==> src/rtl/vga_vram_scanout_if.sv <==
// VRAM read port of the VGA scanout: registered address/enable out, 3-bit RGB pixel back.
// The pixel for an address is expected on iVramData one advancing cycle after it is presented.
interface vga_vram_scanout_if;
   logic [15:0] oVramAddress;
   logic        oVramReadEnable;
   logic [2:0]  iVramData;

   modport master (
      output oVramAddress,
      output oVramReadEnable,
      input  iVramData
   );

   modport slave (
      input  oVramAddress,
      input  oVramReadEnable,
      output iVramData
   );
endinterface

==> src/rtl/vga_vram_scanout.sv <==
// VGA timing generator with a 256x256 VRAM window: counters -> address register -> output register,
// so every pin lags the counters by two pixel-enabled cycles and stays mutually aligned.
module vga_vram_scanout #(
   parameter int H_VISIBLE = 640,
   parameter int H_FRONT   = 16,
   parameter int H_SYNC    = 96,
   parameter int H_BACK    = 48,
   parameter int V_VISIBLE = 480,
   parameter int V_FRONT   = 10,
   parameter int V_SYNC    = 2,
   parameter int V_BACK    = 33,
   parameter int WIN_X0    = 192,
   parameter int WIN_Y0    = 112
) (
   input  logic                  Clock,
   input  logic                  Reset,
   input  logic                  iPixelEnable,
   vga_vram_scanout_if.master    vram,
   output logic                  oRed,
   output logic                  oGreen,
   output logic                  oBlue,
   output logic                  oHSync,
   output logic                  oVSync,
   output logic                  oFrameStart
);

   localparam int H_TOTAL = H_VISIBLE + H_FRONT + H_SYNC + H_BACK;
   localparam int V_TOTAL = V_VISIBLE + V_FRONT + V_SYNC + V_BACK;
   localparam int HW      = $clog2(H_TOTAL);
   localparam int VW      = $clog2(V_TOTAL);

   localparam logic [HW-1:0] H_MAX  = HW'(H_TOTAL - 1);
   localparam logic [HW-1:0] H_ONE  = HW'(1);
   localparam logic [HW-1:0] H_VIS  = HW'(H_VISIBLE);
   localparam logic [HW-1:0] X_LO   = HW'(WIN_X0);
   localparam logic [HW-1:0] X_HI   = HW'(WIN_X0 + 255);
   localparam logic [HW-1:0] HS_LO  = HW'(H_VISIBLE + H_FRONT);
   localparam logic [HW-1:0] HS_HI  = HW'(H_VISIBLE + H_FRONT + H_SYNC - 1);

   localparam logic [VW-1:0] V_MAX  = VW'(V_TOTAL - 1);
   localparam logic [VW-1:0] V_ONE  = VW'(1);
   localparam logic [VW-1:0] V_VIS  = VW'(V_VISIBLE);
   localparam logic [VW-1:0] Y_LO   = VW'(WIN_Y0);
   localparam logic [VW-1:0] Y_HI   = VW'(WIN_Y0 + 255);
   localparam logic [VW-1:0] VS_LO  = VW'(V_VISIBLE + V_FRONT);
   localparam logic [VW-1:0] VS_HI  = VW'(V_VISIBLE + V_FRONT + V_SYNC - 1);

   logic [HW-1:0] h_q, h_d;
   logic [VW-1:0] v_q, v_d;
   logic [15:0]   addr_q, addr_d;
   logic          ren_q;
   logic          vis1_q, hs1_q, vs1_q, fs1_q;
   logic [2:0]    rgb_q;
   logic          hs_q, vs_q, fs_q;

   logic in_win, vis, hs_n, vs_n, fs;

   always_comb begin
      h_d = h_q;
      v_d = v_q;
      if (h_q == H_MAX) begin
         h_d = '0;
         v_d = (v_q == V_MAX) ? '0 : v_q + V_ONE;
      end else begin
         h_d = h_q + H_ONE;
      end

      in_win = (h_q >= X_LO) && (h_q <= X_HI) && (v_q >= Y_LO) && (v_q <= Y_HI);
      vis    = (h_q < H_VIS) && (v_q < V_VIS);
      hs_n   = !((h_q >= HS_LO) && (h_q <= HS_HI));
      vs_n   = !((v_q >= VS_LO) && (v_q <= VS_HI));
      fs     = (h_q == '0) && (v_q == '0);
      // Window offsets truncate to 8 bits per axis, matching the CPU write layout {row, col}.
      addr_d = in_win ? {8'(v_q - Y_LO), 8'(h_q - X_LO)} : 16'h0000;
   end

   always_ff @(posedge Clock or negedge Reset) begin
      if (!Reset) begin
         h_q    <= '0;
         v_q    <= '0;
         addr_q <= 16'h0000;
         ren_q  <= 1'b0;
         vis1_q <= 1'b0;
         hs1_q  <= 1'b1;
         vs1_q  <= 1'b1;
         fs1_q  <= 1'b0;
         rgb_q  <= 3'b000;
         hs_q   <= 1'b1;
         vs_q   <= 1'b1;
         fs_q   <= 1'b0;
      end else if (iPixelEnable) begin
         h_q    <= h_d;
         v_q    <= v_d;
         addr_q <= addr_d;
         ren_q  <= in_win;
         vis1_q <= vis;
         hs1_q  <= hs_n;
         vs1_q  <= vs_n;
         fs1_q  <= fs;
         // iVramData now belongs to addr_q; ren_q doubles as the delayed window flag.
         rgb_q  <= (ren_q && vis1_q) ? vram.iVramData : 3'b000;
         hs_q   <= hs1_q;
         vs_q   <= vs1_q;
         fs_q   <= fs1_q;
      end
   end

   assign vram.oVramAddress    = addr_q;
   assign vram.oVramReadEnable = ren_q;
   assign oRed        = rgb_q[2];
   assign oGreen      = rgb_q[1];
   assign oBlue       = rgb_q[0];
   assign oHSync      = hs_q;
   assign oVSync      = vs_q;
   assign oFrameStart = fs_q;

endmodule

==> src/flat_wrapper.sv <==
// flat-port wrapper written by rule: the top's interface ports become plain ports
module vga_vram_scanout_flat 
#(
   parameter int H_VISIBLE = 640,
   parameter int H_FRONT   = 16,
   parameter int H_SYNC    = 96,
   parameter int H_BACK    = 48,
   parameter int V_VISIBLE = 480,
   parameter int V_FRONT   = 10,
   parameter int V_SYNC    = 2,
   parameter int V_BACK    = 33,
   parameter int WIN_X0    = 192,
   parameter int WIN_Y0    = 112
)
  (Clock, Reset, iPixelEnable, oRed, oGreen, oBlue, oHSync, oVSync, oFrameStart, vram_oVramAddress, vram_oVramReadEnable, vram_iVramData);
  vga_vram_scanout_if vram_i ();
  input  logic Clock;
  input  logic Reset;
  input  logic iPixelEnable;
  output logic oRed;
  output logic oGreen;
  output logic oBlue;
  output logic oHSync;
  output logic oVSync;
  output logic oFrameStart;
  output wire logic [$bits(vram_i.oVramAddress)-1:0] vram_oVramAddress;
  output wire logic [$bits(vram_i.oVramReadEnable)-1:0] vram_oVramReadEnable;
  input wire logic [$bits(vram_i.iVramData)-1:0] vram_iVramData;
  assign vram_oVramAddress = vram_i.oVramAddress;
  assign vram_oVramReadEnable = vram_i.oVramReadEnable;
  assign vram_i.iVramData = vram_iVramData;
  vga_vram_scanout #(.H_VISIBLE(H_VISIBLE), .H_FRONT(H_FRONT), .H_SYNC(H_SYNC), .H_BACK(H_BACK), .V_VISIBLE(V_VISIBLE), .V_FRONT(V_FRONT), .V_SYNC(V_SYNC), .V_BACK(V_BACK), .WIN_X0(WIN_X0), .WIN_Y0(WIN_Y0)) u_core (.Clock(Clock), .Reset(Reset), .iPixelEnable(iPixelEnable), .vram(vram_i), .oRed(oRed), .oGreen(oGreen), .oBlue(oBlue), .oHSync(oHSync), .oVSync(oVSync), .oFrameStart(oFrameStart));
endmodule
==> config.mk <==
export PLATFORM = sky130hd
export DESIGN_NAME = vga_vram_scanout_flat
export DESIGN_NICKNAME = d
export VERILOG_FILES = /design/src/rtl/vga_vram_scanout_if.sv /design/src/rtl/vga_vram_scanout.sv /design/src/flat_wrapper.sv
export SDC_FILE = /design/constraint.sdc
export NUM_CORES = 1
export LEC_CHECK = 0
export BUFFER_PORTS_ARGS = -buffer_cell sky130_fd_sc_hd__buf_2
export CORE_MARGIN = 8
export CORE_UTILIZATION = 59
export DETAILED_ROUTE_END_ITERATION = 10
export PLACE_DENSITY = 0.79
export SLEW_MARGIN = 10
export SYNTH_ARGS = -nofsm -noshare
export SYNTH_HDL_FRONTEND = slang
export SYNTH_SLANG_ARGS = --single-unit
==> constraint.sdc <==
create_clock -name Clock -period 4.8 [get_ports Clock]
set_clock_uncertainty 0.05 [all_clocks]
set_input_delay 0.72 -clock Clock [delete_from_list [all_inputs] [get_ports Clock]]
set_output_delay 0.72 -clock Clock [all_outputs]
set_load 0.01 [all_outputs]
==> impl_metrics.ini <==
[run_status]
status = completed

[final_layout]
drive_above_1_share_pct = 24.79
fillCellCount = 313
nNetsFinal = 257
diodes = 0
final_cells = 292
area_growth_pct = 9.890

[critical_path]
end_kind = flop
crit_path_max_fanout = 17
crit_chain = ha_1 -> nand2_1 -> a2111o_1 -> nor3_4 -> a22o_2
critPathKind = reg2reg
cp-start-kind = flop
worst_ep_required_time_ns = 4.99
slowest_stage = nor3_4
r2r-end = u_core.vram.oVramAddress[0]$_DFFE_PN0P_
critPathTopFamily = simple AND/OR/NAND/NOR gates
r2r_cells = 5
critical_path_buf_inv_count = 0
max_stage_delay_ns = 0.59
r2r_start = u_core.v_q[5]$_DFFE_PN0P_
crit_arrival_ns = 2.53
regToRegSetupSlack_ns = 2.46

[grt]
grt_pass1_vias = 1741
antenna_found_initial = 0
grt_pass1_wl_um = 8569
grt_use_total_pct = 16.80
grt_overflow = 0
grt_start_max_net_pins = 48

[placement]
io_buffers = 28
dp_slack_ns = 2.237
dp_cells = 284
dp_hpwl_um = 3626
routabilityCongestion = 0.9204

[cts]
cts_tree = yes
cts.reportedPaths.clkPinSlew_ns = 0.09
cts_setup_buffers = 0
clk_path_buf_depth = 2
postCtsResizedCells = 0
clk-insertion-delay-late_ns = 0.30
cts_buffers = 5
clkSinkCount = 47
cts_root_buf = clkbuf_8
cts.htree.levels = 2
cts_hold_buf = 0

[hold_path]
whs_endpoint = u_core.rgb_q[1]$_DFFE_PN0P_
hold_depth = 1
worst_hold_path_type = reg2reg
holdCritStartpoint = u_core.rgb_q[1]$_DFFE_PN0P_

[synthesis]
synth_top_family_by_area = compound AO/OA/AOI/OAI gates
ys_async_sr_fraction_pct = 100.0
synth_cell_types = 50
synthAdderAreaFrac_pct = 5.233
synth_simple_gate_area_share_pct = 16.75
synthXorXnorAreaFrac_pct = 3.297
syn_area_per_cell_um2 = 10.77
synth_compound_area_share_pct = 17.32
synth.area.mux_share_pct = 3.192
yosys_warnings = 0
ys_ff_latch = 47
synth_ff_type = dfrtp_1
netlist_area_mm2 = 0.002391
syn_inst = 222
ys_seq_area_share_pct = 49.40
syn_nets = 238
synth_edf_count = 0

[floorplanning]
dieArea_mm2 = 0.006346
die_h_um = 79.66
rows = 23
start_util_pct = 60.65
core_mm2 = 0.003943
io-pin-count = 29
chipWidth_um = 79.66

[detailed_routing]
dr.pass1.iters = 4
routed_via_density = 6.151
wl_um = 5156
num_vias = 1796
drc = 0
drtIter0Drc = 101
routedWlPerCell_um = 17.66
antenna_left = 0

[sta]
max_slew_margin_pct = 33.12
setup_violations = 0
fmax_mhz = 428.2
worst-slew-pin-transition_ns = 1.003
finalCriticalPeriod_ns = 2.335
holdWs_ns = 0.4402
hold_viol = 0
tns_ns = 0
drv_slew = 0
rsz0062_at_grt = no
setup_slack_ns = 2.465
period_share_pct = 48.65

[power_and_ir_drop]
p_per_area_mw_per_mm2 = 318.6
vdd.ir_drop.worst_mv = 0.1413
p_leak_nw = 1.232
power_mw = 0.8370

[flow_run]
maxCapViolCount = 0
## cell usage after synthesis, drive strengths merged, types with 2 or more instances
| library cell | number | area share, % |
|---|---|---|
| dfrtp | 43 | 45 |
| a22o | 17 | 6.7 |
| nand2 | 17 | 2.7 |
| nor2 | 11 | 1.8 |
| ha | 10 | 5.2 |
| nand3 | 10 | 2.1 |
| buf | 9 | 2.3 |
| inv | 9 | 1.4 |
| o21ai | 9 | 1.9 |
| nand4 | 8 | 2.1 |
| clkbuf | 7 | 1.2 |
| xor2 | 6 | 2.2 |
| mux2 | 5 | 2.4 |
| a21oi | 4 | 0.84 |
| and2 | 4 | 1.1 |
| dfstp | 4 | 4.4 |
| nand2b | 4 | 1.0 |
| o2bb2ai | 4 | 1.5 |
| a31oi | 3 | 0.79 |
| and3 | 3 | 0.79 |
| nor4 | 3 | 0.79 |
| o31ai | 3 | 0.94 |
| xnor2 | 3 | 1.1 |
| a21o | 2 | 0.68 |
| and4 | 2 | 0.73 |
| and4b | 2 | 0.84 |
| mux2i | 2 | 0.84 |
| nor3 | 2 | 0.89 |
| nor4b | 2 | 0.73 |
| o211ai | 2 | 0.63 |
| o22a | 2 | 0.73 |
## registers in the layout, summed over array words and instances (netlist names), 3 cells and up
register,count
u_core.rgb_q,3
u_core.vram.oVramAddress,16
u_core.h_q,10
u_core.v_q,10
## worst register-to-register path: cells and delay by family, from the launching register on
kind                       cells  cell delay [ns]
and+or+nand+nor                2             0.68
DFF                            1             0.51
adders and majority gates      1             0.37
AOI/OAI and AO/OA              2             0.67
## cell usage in the layout (no fill, tap or decap), drive strengths merged, types with 4 or more instances in the layout
cell,instances
a21oi,4
nand2b,4
nand3,10
xor2,6
mux2,5
nand4,8
o21ai,9
dfstp,4
inv,10
and2,4
ha,10
buf,28
o2bb2ai,4
a22o,17
clkbuf,5
dfrtp,43
nand2,17
nor2,11
## metal layers
layer | routed length (um) | global-route usage [%]
met4 | 39 | 4.444
met2 | 2403 | 26.32
met5 | 0 | 0
met3 | 326 | 3.491
met1 | 2386 | 22.92
## stage by stage
stage | util, % | instance area (um2)
detailed placement | 63.73 | 2512
CTS | 66.65 | 2628
finish | 66.65 | 2628
global placement | 63.73 | 2512
global route | 66.65 | 2628
floorplan | - | 2391
## kinds of logic (layout without fill, tap and decap cells)
group | after synthesis | in the layout
fa+ha+maj | 10 | 10
compound gates | 53 | 53
buf+inv | 25 | 45
xor+xnor | 9 | 9
flops | 47 | 47
simple gates | 71 | 71
mux | 7 | 7
## where the power goes
part / internal, mW / switching [mW]
sequential: 0.416 / 0.0481
combinational: 0.0320 / 0.0457
clock: 0.157 / 0.138
total: 0.605 / 0.232
## worst max path at each step
stage                                         start                                  endpoint  slack [ns]  cells past startpoint
after floorplan                        iPixelEnable   u_core.vram.oVramAddress[0]$_DFFE_PN0P_        2.74                      6
final                     u_core.v_q[5]$_DFFE_PN0P_   u_core.vram.oVramAddress[0]$_DFFE_PN0P_        2.46                      5
after detailed placement               iPixelEnable   u_core.vram.oVramAddress[0]$_DFFE_PN0P_        2.24                      5
after global placement                 iPixelEnable   u_core.vram.oVramAddress[0]$_DFFE_PN0P_        2.34                      5
after CTS                 u_core.v_q[5]$_DFFE_PN0P_  u_core.vram.oVramAddress[11]$_DFFE_PN0P_        2.48                      5
after global routing      u_core.v_q[5]$_DFFE_PN0P_  u_core.vram.oVramAddress[13]$_DFFE_PN0P_        2.32                      5
## layout make-up
type                    count  area, um2  area share [%]
repair buffers             28      140.1           5.333
flip-flops and latches     47       1181           44.95
multi-input cells         150       1095           41.67
clock inverters             3      46.29           1.762
clock buffers               5      68.82           2.619
inverters                   9      33.78           1.286
well taps                  50      62.56           2.381
Power figures use the tool's default switching activity.
